**config.mk**
```make
export PLATFORM = sky130hd
export DESIGN_NAME = alu_issue
export DESIGN_NICKNAME = d
export VERILOG_FILES = /design/src/rtl/alu_issue_pkg.sv /design/src/rtl/alu_issue_op2_shifter.sv /design/src/rtl/alu_issue.sv
export SDC_FILE = /design/constraint.sdc
export NUM_CORES = 1
export LEC_CHECK = 0
export CORE_MARGIN = 4
export CORE_UTILIZATION = 30
export CTS_CLUSTER_SIZE = 10
export DETAILED_ROUTE_END_ITERATION = 7
export PLACE_DENSITY_LB_ADDON = 0.1
export SYNTH_ARGS = -nofsm -noshare
export SYNTH_HDL_FRONTEND = slang
export SYNTH_SLANG_ARGS = --single-unit
```
**constraint.sdc**
```tcl
create_clock -name clk -period 2.4 [get_ports clk]
set_clock_uncertainty 0.05 [all_clocks]
set_input_delay 0.48 -clock clk [delete_from_list [all_inputs] [get_ports clk]]
set_output_delay 0.48 -clock clk [all_outputs]
set_load 0.01 [all_outputs]
```
**src/rtl/alu_issue_pkg.sv**
```systemverilog
`default_nettype none
// +------------------------------------------------------------------+
// | alu_issue_pkg : opcodes, FSM states, shift codes, decode helpers |
// | Revision 1.0                                                     |
// +------------------------------------------------------------------+
package alu_issue_pkg;

  localparam int unsigned ALU_LAT_MIN = 1;
  localparam int unsigned ALU_LAT_MAX = 7;

  localparam logic [3:0] OP_AND = 4'h0;
  localparam logic [3:0] OP_EOR = 4'h1;
  localparam logic [3:0] OP_SUB = 4'h2;
  localparam logic [3:0] OP_RSB = 4'h3;
  localparam logic [3:0] OP_ADD = 4'h4;
  localparam logic [3:0] OP_ADC = 4'h5;
  localparam logic [3:0] OP_SBC = 4'h6;
  localparam logic [3:0] OP_RSC = 4'h7;
  localparam logic [3:0] OP_TST = 4'h8;
  localparam logic [3:0] OP_TEQ = 4'h9;
  localparam logic [3:0] OP_CMP = 4'hA;
  localparam logic [3:0] OP_CMN = 4'hB;
  localparam logic [3:0] OP_ORR = 4'hC;
  localparam logic [3:0] OP_MOV = 4'hD;
  localparam logic [3:0] OP_BIC = 4'hE;
  localparam logic [3:0] OP_MVN = 4'hF;

  localparam logic [1:0] SH_LSL = 2'b00;
  localparam logic [1:0] SH_LSR = 2'b01;
  localparam logic [1:0] SH_ASR = 2'b10;
  localparam logic [1:0] SH_ROR = 2'b11;

  typedef enum logic [1:0] {
    ST_IDLE  = 2'd0,
    ST_READ  = 2'd1,
    ST_ISSUE = 2'd2,
    ST_WB    = 2'd3
  } state_e;

  // Data-processing fields kept after acceptance; S bit is deliberately dropped.
  typedef struct packed {
    logic [3:0]  cond;
    logic        imm;
    logic [3:0]  opcode;
    logic [3:0]  rn;
    logic [3:0]  rd;
    logic [11:0] op2;
  } dp_instr_t;

  function automatic dp_instr_t decode(input logic [31:0] w);
    dp_instr_t d;
    d.cond   = w[31:28];
    d.imm    = w[25];
    d.opcode = w[24:21];
    d.rn     = w[19:16];
    d.rd     = w[15:12];
    d.op2    = w[11:0];
    return d;
  endfunction

  function automatic logic is_supported(input logic [31:0] w);
    logic carry_op;
    carry_op = (w[24:21] == OP_ADC) || (w[24:21] == OP_SBC) || (w[24:21] == OP_RSC);
    return (w[27:26] == 2'b00) && !carry_op && !(!w[25] && w[4]);
  endfunction

  function automatic logic writes_rd(input logic [3:0] op);
    return !((op == OP_TST) || (op == OP_TEQ) || (op == OP_CMP) || (op == OP_CMN));
  endfunction

endpackage
`default_nettype wire

```
**src/rtl/alu_issue_op2_shifter.sv**
```systemverilog
`default_nettype none
// +------------------------------------------------------------------+
// | op2_shifter : combinational ARM operand2 (rotated imm / shifted) |
// | Revision 1.0                                                     |
// +------------------------------------------------------------------+
module op2_shifter
  import alu_issue_pkg::*;
(
  input  logic        imm_i,
  input  logic [11:0] field_i,
  input  logic [31:0] rf_db_i,
  output logic [31:0] op2_o
);

  logic [4:0]  w_rot_amt;
  logic [63:0] w_imm_dbl;
  logic [31:0] w_imm_val;
  logic [4:0]  w_sh_amt;
  logic [1:0]  w_sh_type;
  logic [63:0] w_reg_dbl;
  logic [31:0] w_reg_val;

  // Rotations are done as a right shift of the value concatenated with itself.
  assign w_rot_amt = {field_i[11:8], 1'b0};
  assign w_imm_dbl = {2{24'd0, field_i[7:0]}};
  assign w_imm_val = 32'(w_imm_dbl >> w_rot_amt);

  assign w_sh_amt  = field_i[11:7];
  assign w_sh_type = field_i[6:5];
  assign w_reg_dbl = {rf_db_i, rf_db_i};

  // A zero amount encodes #32 for LSR/ASR; ROR #0 stays a plain pass-through.
  always_comb begin
    w_reg_val = rf_db_i;
    case (w_sh_type)
      SH_LSL: w_reg_val = rf_db_i << w_sh_amt;
      SH_LSR: w_reg_val = (w_sh_amt == 5'd0) ? 32'd0 : (rf_db_i >> w_sh_amt);
      SH_ASR: w_reg_val = (w_sh_amt == 5'd0) ? {32{rf_db_i[31]}}
                                             : 32'($signed(rf_db_i) >>> w_sh_amt);
      SH_ROR: w_reg_val = 32'(w_reg_dbl >> w_sh_amt);
      default: w_reg_val = rf_db_i;
    endcase
  end

  assign op2_o = imm_i ? w_imm_val : w_reg_val;

endmodule
`default_nettype wire

```
**src/rtl/alu_issue.sv**
```systemverilog
`default_nettype none
// +------------------------------------------------------------------+
// | alu_issue : fetches operands, issues one ARM data-processing op  |
// | to an external ALU and writes the result back. Revision 1.0      |
// +------------------------------------------------------------------+
module alu_issue
  import alu_issue_pkg::*;
#(
  parameter int unsigned ALU_LAT = 1
) (
  input  logic        clk,
  input  logic        reset,
  input  logic        instr_valid,
  input  logic [31:0] instr,
  output logic        instr_ready,
  output logic [3:0]  rf_ra,
  output logic [3:0]  rf_rb,
  input  logic [31:0] rf_da,
  input  logic [31:0] rf_db,
  output logic [3:0]  alu_cond,
  output logic [4:0]  alu_operation,
  output logic [31:0] alu_data1,
  output logic [31:0] alu_data2,
  input  logic [31:0] alu_result,
  input  logic        alu_execute,
  output logic        wb_en,
  output logic [3:0]  wb_addr,
  output logic [31:0] wb_data,
  output logic        busy,
  output logic        unsupported
);

  localparam logic [2:0] LAT_LAST = 3'(ALU_LAT - 1);

  if ((ALU_LAT < ALU_LAT_MIN) || (ALU_LAT > ALU_LAT_MAX)) begin : g_lat_range_err
    $error("alu_issue: ALU_LAT out of range");
  end

  state_e      state_q, state_d;
  logic [2:0]  cnt_q, cnt_d;
  dp_instr_t   instr_q;
  logic [3:0]  cond_q;
  logic [4:0]  oper_q;
  logic [31:0] data1_q, data2_q;
  logic        unsup_q;

  logic        w_accept;
  logic        w_supported;
  logic [31:0] w_op2;
  logic        w_unused_sbit;

  assign w_unused_sbit = instr[20];
  assign w_accept      = instr_valid && (state_q == ST_IDLE);
  assign w_supported   = is_supported(instr);

  always_comb begin
    state_d = state_q;
    cnt_d   = cnt_q;
    case (state_q)
      ST_IDLE: begin
        if (w_accept && w_supported) state_d = ST_READ;
      end
      ST_READ: begin
        state_d = ST_ISSUE;
        cnt_d   = 3'd0;
      end
      ST_ISSUE: begin
        if (cnt_q == LAT_LAST) begin
          state_d = ST_WB;
          cnt_d   = 3'd0;
        end else begin
          cnt_d = cnt_q + 3'd1;
        end
      end
      ST_WB: begin
        state_d = ST_IDLE;
      end
      default: begin
        state_d = ST_IDLE;
        cnt_d   = 3'd0;
      end
    endcase
  end

  always_ff @(posedge clk or negedge reset) begin
    if (!reset) begin
      state_q <= ST_IDLE;
      cnt_q   <= 3'd0;
      instr_q <= '0;
      cond_q  <= 4'd0;
      oper_q  <= 5'd0;
      data1_q <= 32'd0;
      data2_q <= 32'd0;
      unsup_q <= 1'b0;
    end else begin
      state_q <= state_d;
      cnt_q   <= cnt_d;
      unsup_q <= w_accept && !w_supported;
      if (w_accept) instr_q <= decode(instr);
      // Register data arrives in READ, one cycle after the addresses went out.
      if (state_q == ST_READ) begin
        cond_q  <= instr_q.cond;
        oper_q  <= {1'b0, instr_q.opcode};
        data1_q <= rf_da;
        data2_q <= w_op2;
      end
    end
  end

  op2_shifter u_op2_shifter (
    .imm_i   (instr_q.imm),
    .field_i (instr_q.op2),
    .rf_db_i (rf_db),
    .op2_o   (w_op2)
  );

  // Addresses follow the live word while idle so the read overlaps acceptance.
  assign rf_ra = (state_q == ST_IDLE) ? instr[19:16] : instr_q.rn;
  assign rf_rb = (state_q == ST_IDLE) ? instr[3:0]   : instr_q.op2[3:0];

  assign instr_ready   = (state_q == ST_IDLE);
  assign busy          = (state_q != ST_IDLE);
  assign unsupported   = unsup_q;
  assign alu_cond      = cond_q;
  assign alu_operation = oper_q;
  assign alu_data1     = data1_q;
  assign alu_data2     = data2_q;

  assign wb_en   = (state_q == ST_WB) && alu_execute && writes_rd(instr_q.opcode);
  assign wb_addr = (state_q == ST_WB) ? instr_q.rd : 4'd0;
  assign wb_data = (state_q == ST_WB) ? alu_result : 32'd0;

endmodule
`default_nettype wire

```
==> qor.log <==
INFO  run            maxCapViolCount=0
INFO  die            die-width=198um
INFO  place          dp_hpwl=51300um
INFO  power_and_ir_drop power_per_cell_area=1660mW/mm2
INFO  place          place_congestion=1.03
INFO  logic_synthesis synth_compound_area_share=23.6%
INFO  worst_hold_path holdPathEnd=alu_cond[2]
INFO  final_layout   antenna_cells=0
INFO  logic_synthesis postSynth.asyncResetShare=100%
INFO  timing         postLayoutSetupSlackWorst=-199ps
INFO  routing        detail_routed_via_count_per_cell=5.88
INFO  place          preCtsSetupSlack=-627ps
INFO  global_route   grt_pass1_wl=90800um
INFO  die            chipHeight=198um
INFO  global_route   global_route.usage.total=31.1%
INFO  critical_path  critical-path-max-stage-delay=500ps
INFO  routing        num_vias=13700
INFO  logic_synthesis synth.ff_latch_count=107
INFO  critical_path  cp-start-kind=flip-flop
INFO  timing         final_min_period_over_clock_period=108%
INFO  timing         maxSlewHeadroom=49.9%
INFO  clock_network  clock_tree.buffer_depth=2
INFO  place          port-buffer-count=250
INFO  die            core-area=0.0356mm2
INFO  timing         setup-tns-final=-2390ps
INFO  logic_synthesis synth.net_count=1388
INFO  logic_synthesis ys_types=85
INFO  die            initial_core_util=30.4%
INFO  routing        drtIter0Drc=1481
INFO  critical_path  worst-endpoint-arrival=2800ps
INFO  logic_synthesis portion_of_synthesized_cell_area_occupied_by_the_leading_cell_type=24.8%
INFO  logic_synthesis synth_adder_area_share=0.694%
INFO  logic_synthesis postSynth.topFlopCell=sky130_fd_sc_hd__dfrtp_1
INFO  critical_path  path_cells=buf_12, buf_12, clkbuf_16, buf_12, mux4_2, mux2_4, nor2_4, nor2_2, a211oi_2, a211oi_2
INFO  clock_network  cts_tree=done
INFO  place          place_area=0.0168mm2
INFO  worst_hold_path min-delay-path-class=flip-flop to flip-flop
INFO  clock_network  cts.htree.levels=3
INFO  logic_synthesis syn_inst=1250
INFO  die            floorplan.io_pins=253
INFO  timing         timing.final.hold_violations=0
INFO  final_layout   mostFrequentLayoutCell=sky130_fd_sc_hd__buf_4
INFO  timing         rsz0062_at_grt=yes
INFO  critical_path  path_max_fanout=6
INFO  global_route   grt-ovfl-total=0
INFO  logic_synthesis synthXorXnorAreaFrac=0.162%
INFO  clock_network  cts_made_buffers=9
INFO  critical_path  path_common_cell=sky130_fd_sc_hd__buf_12
INFO  clock_network  cts.sinks=107
INFO  critical_path  worst_path_max_delay_cell=sky130_fd_sc_hd__dfrtp_4
INFO  logic_synthesis synth.top_cells.by_area=sky130_fd_sc_hd__dfrtp_1 (25%), sky130_fd_sc_hd__mux2_2 (11%), sky130_fd_sc_hd__mux2i_1 (8.5%)
INFO  critical_path  critical_path.endpoint_type=flip-flop
INFO  timing         achievable_clock_frequency=385MHz
INFO  power_and_ir_drop vdd_drop_max=634uV
INFO  routing        drt-wirelength-per-cell=27.9um
INFO  global_route   vias_in_the_first_global_route=13500
INFO  logic_synthesis synthDominantAreaCellType=sky130_fd_sc_hd__dfrtp_1
INFO  clock_network  cts_root_buffer=sky130_fd_sc_hd__clkbuf_16
INFO  logic_synthesis main_combinational_cell_family_by_area_after_synthesis=multiplexers
INFO  status         failed_checks=setup timing
INFO  logic_synthesis synth_edf_count=0
INFO  final_layout   num-nets-final=2004
INFO  critical_path  critPathKind=flip-flop to flip-flop
INFO  die            rows=69
INFO  global_route   grt_antenna_before_repair=0
INFO  routing        drt-total-wl=65000um
INFO  worst_hold_path timing.hold.worst.start=instr_q[27]
INFO  worst_hold_path min_path_cells=1
INFO  final_layout   drive_above_1_share=42.7%
INFO  final_layout   commonest_cells_after_routing_fill_and_taps_aside=sky130_fd_sc_hd__buf_4 (421), sky130_fd_sc_hd__clkdlybuf4s50_1 (196), sky130_fd_sc_hd__dfrtp_1 (102), sky130_fd_sc_hd__nand2_1 (101), sky130_fd_sc_hd__mux2_2 (97)
INFO  routing        remaining_antenna_violation_count_after_routing=0
INFO  power_and_ir_drop totalPowerFinal=30.8mW
INFO  power_and_ir_drop leakagePower=8.04nW
INFO  logic_synthesis synthesis.area_per_instance=8.65um2
INFO  timing         min_period=2600ps
INFO  critical_path  worstReg2RegStart=instr_q[9]
INFO  final_layout   final_area=0.0185mm2
INFO  final_layout   fillerInstances=3440
INFO  critical_path  worst-r2r-cell-count=10
INFO  timing         final_report_max_slew_violation_count=0
INFO  status         run_status=finished, violations left
INFO  logic_synthesis synth_simple_gate_area_share=17.6%
INFO  clock_network  clkLatencyLatePin=380ps
INFO  routing        drt_drc_violations_left=0
INFO  critical_path  required=2600ps
INFO  logic_synthesis synth_mux_area_share=26.8%
INFO  timing         timing_worst_slew_pin_value=749ps
INFO  timing         setup_violating_endpoint_count_in_the_final_report=28
INFO  die            die_area=0.0392mm2
INFO  timing         worst_hold_slack=457ps
INFO  critical_path  setup.reg_to_reg.worst_slack=-200ps
INFO  clock_network  clkSlewWorstSetupHoldPaths=90ps
INFO  final_layout   syn_to_final_growth=71.2%
INFO  routing        detailedRoute.firstPassIterationCount=5
INFO  global_route   grt_max_degree=62
INFO  logic_synthesis synthesis.area=0.0108mm2
INFO  logic_synthesis synth-seq-area-share=24.8%
INFO  critical_path  critical_path.reg2reg.endpoint=alu_data2[29]
INFO  logic_synthesis yosysWarningCount=0
-- how the worst max path moves through the flow --
| stage | startpoint | to | slack (ps) | depth (start not counted) |
|---|---|---|---|---|
| after floorplan | instr_q[7] | alu_data2[7] | 220 | 8 |
| after global placement | rf_db[3] | alu_data2[29] | -640 | 8 |
| after detailed placement | rf_db[3] | alu_data2[29] | -630 | 8 |
| after CTS | instr_q[9] | alu_data2[15] | -140 | 9 |
| after global routing | instr_q[9] | alu_data2[4] | -220 | 10 |
| final | instr_q[9] | alu_data2[29] | -200 | 10 |
-- metal layers --
metal	track usage [%]	part of all wire, %
met4	10.6	4.1
met3	6.28	9.6
met2	48.7	45
met5	0	0
met1	42.9	42
-- cell type report --
cell class	count	area, um2	share of cell area [%]
Clock buffer	9	225	1.22
Clock inverter	7	78.8	0.426
Inverter	20	80.1	0.432
Multi-Input combinational cell	1005	8280	44.7
Sequential cell	107	2690	14.5
Tap cell	461	577	3.12
Timing Repair Buffer	723	6580	35.6
-- cell usage after synthesis (all sizes together) (19+ instances only) --
cell type / count
a211oi: 25
a21oi: 56
a22oi: 31
a31oi: 25
and2: 47
buf: 59
clkbuf: 59
dfrtp: 107
inv: 19
mux2: 114
mux2i: 92
mux4: 31
nand2: 106
nand2b: 21
nand3: 41
nor2: 93
nor3: 28
o211ai: 20
o21ai: 59
o22ai: 52
-- critical path: cells and delay by family, from the launching register on --
family	cells	cell delay, ps
mux	2	730
buf+inv	4	600
flops	1	500
compound gates	2	450
simple gates	2	140
-- registers in the layout, summed over array words and instances (netlist names) --
signal / cells
instr_q: 29
alu_data1: 32
unsupported: 1
alu_operation: 4
alu_cond: 4
alu_data2: 32
state_q: 2
cnt_q: 3
-- what timing repair did --
| action | in CTS | in global routing |
|---|---|---|
| cloned | 0 | 10 |
| setup endpoints to repair | 77 | 60 |
| hold endpoints to repair | 17 | 0 |
| hold buffers | 1 | 0 |
| resized for setup | 96 | 205 |
| pin swaps | 8 | 42 |
| setup buffers | 5 | 24 |
-- cell families after synthesis --
group                    count (synthesis)
AO/OA/AOI/OAI                          370
XOR/XNOR                                 2
adder cells (fa/ha/maj)                  6
buffers and inverters                  138
flip-flops                             107
multiplexers                           237
other                                    1
AND/OR/NAND/NOR                        389
-- where the power goes --
group	switching, mW	internal, mW	total (mW)
logic	13.5	12.2	25.7
registers	0.776	2.75	3.53
clock network	0.818	0.743	1.56
total	15.1	15.7	30.8
-- through the flow --
step / instances / util [%]
after floorplan: 1250 / -
after global placement: 2277 / 47.2
after detailed placement: 2277 / 47.2
after CTS: 2299 / 48.9
after global routing: 2332 / 52.1
final: 2332 / 52.1
Power figures use the tool's default switching activity.
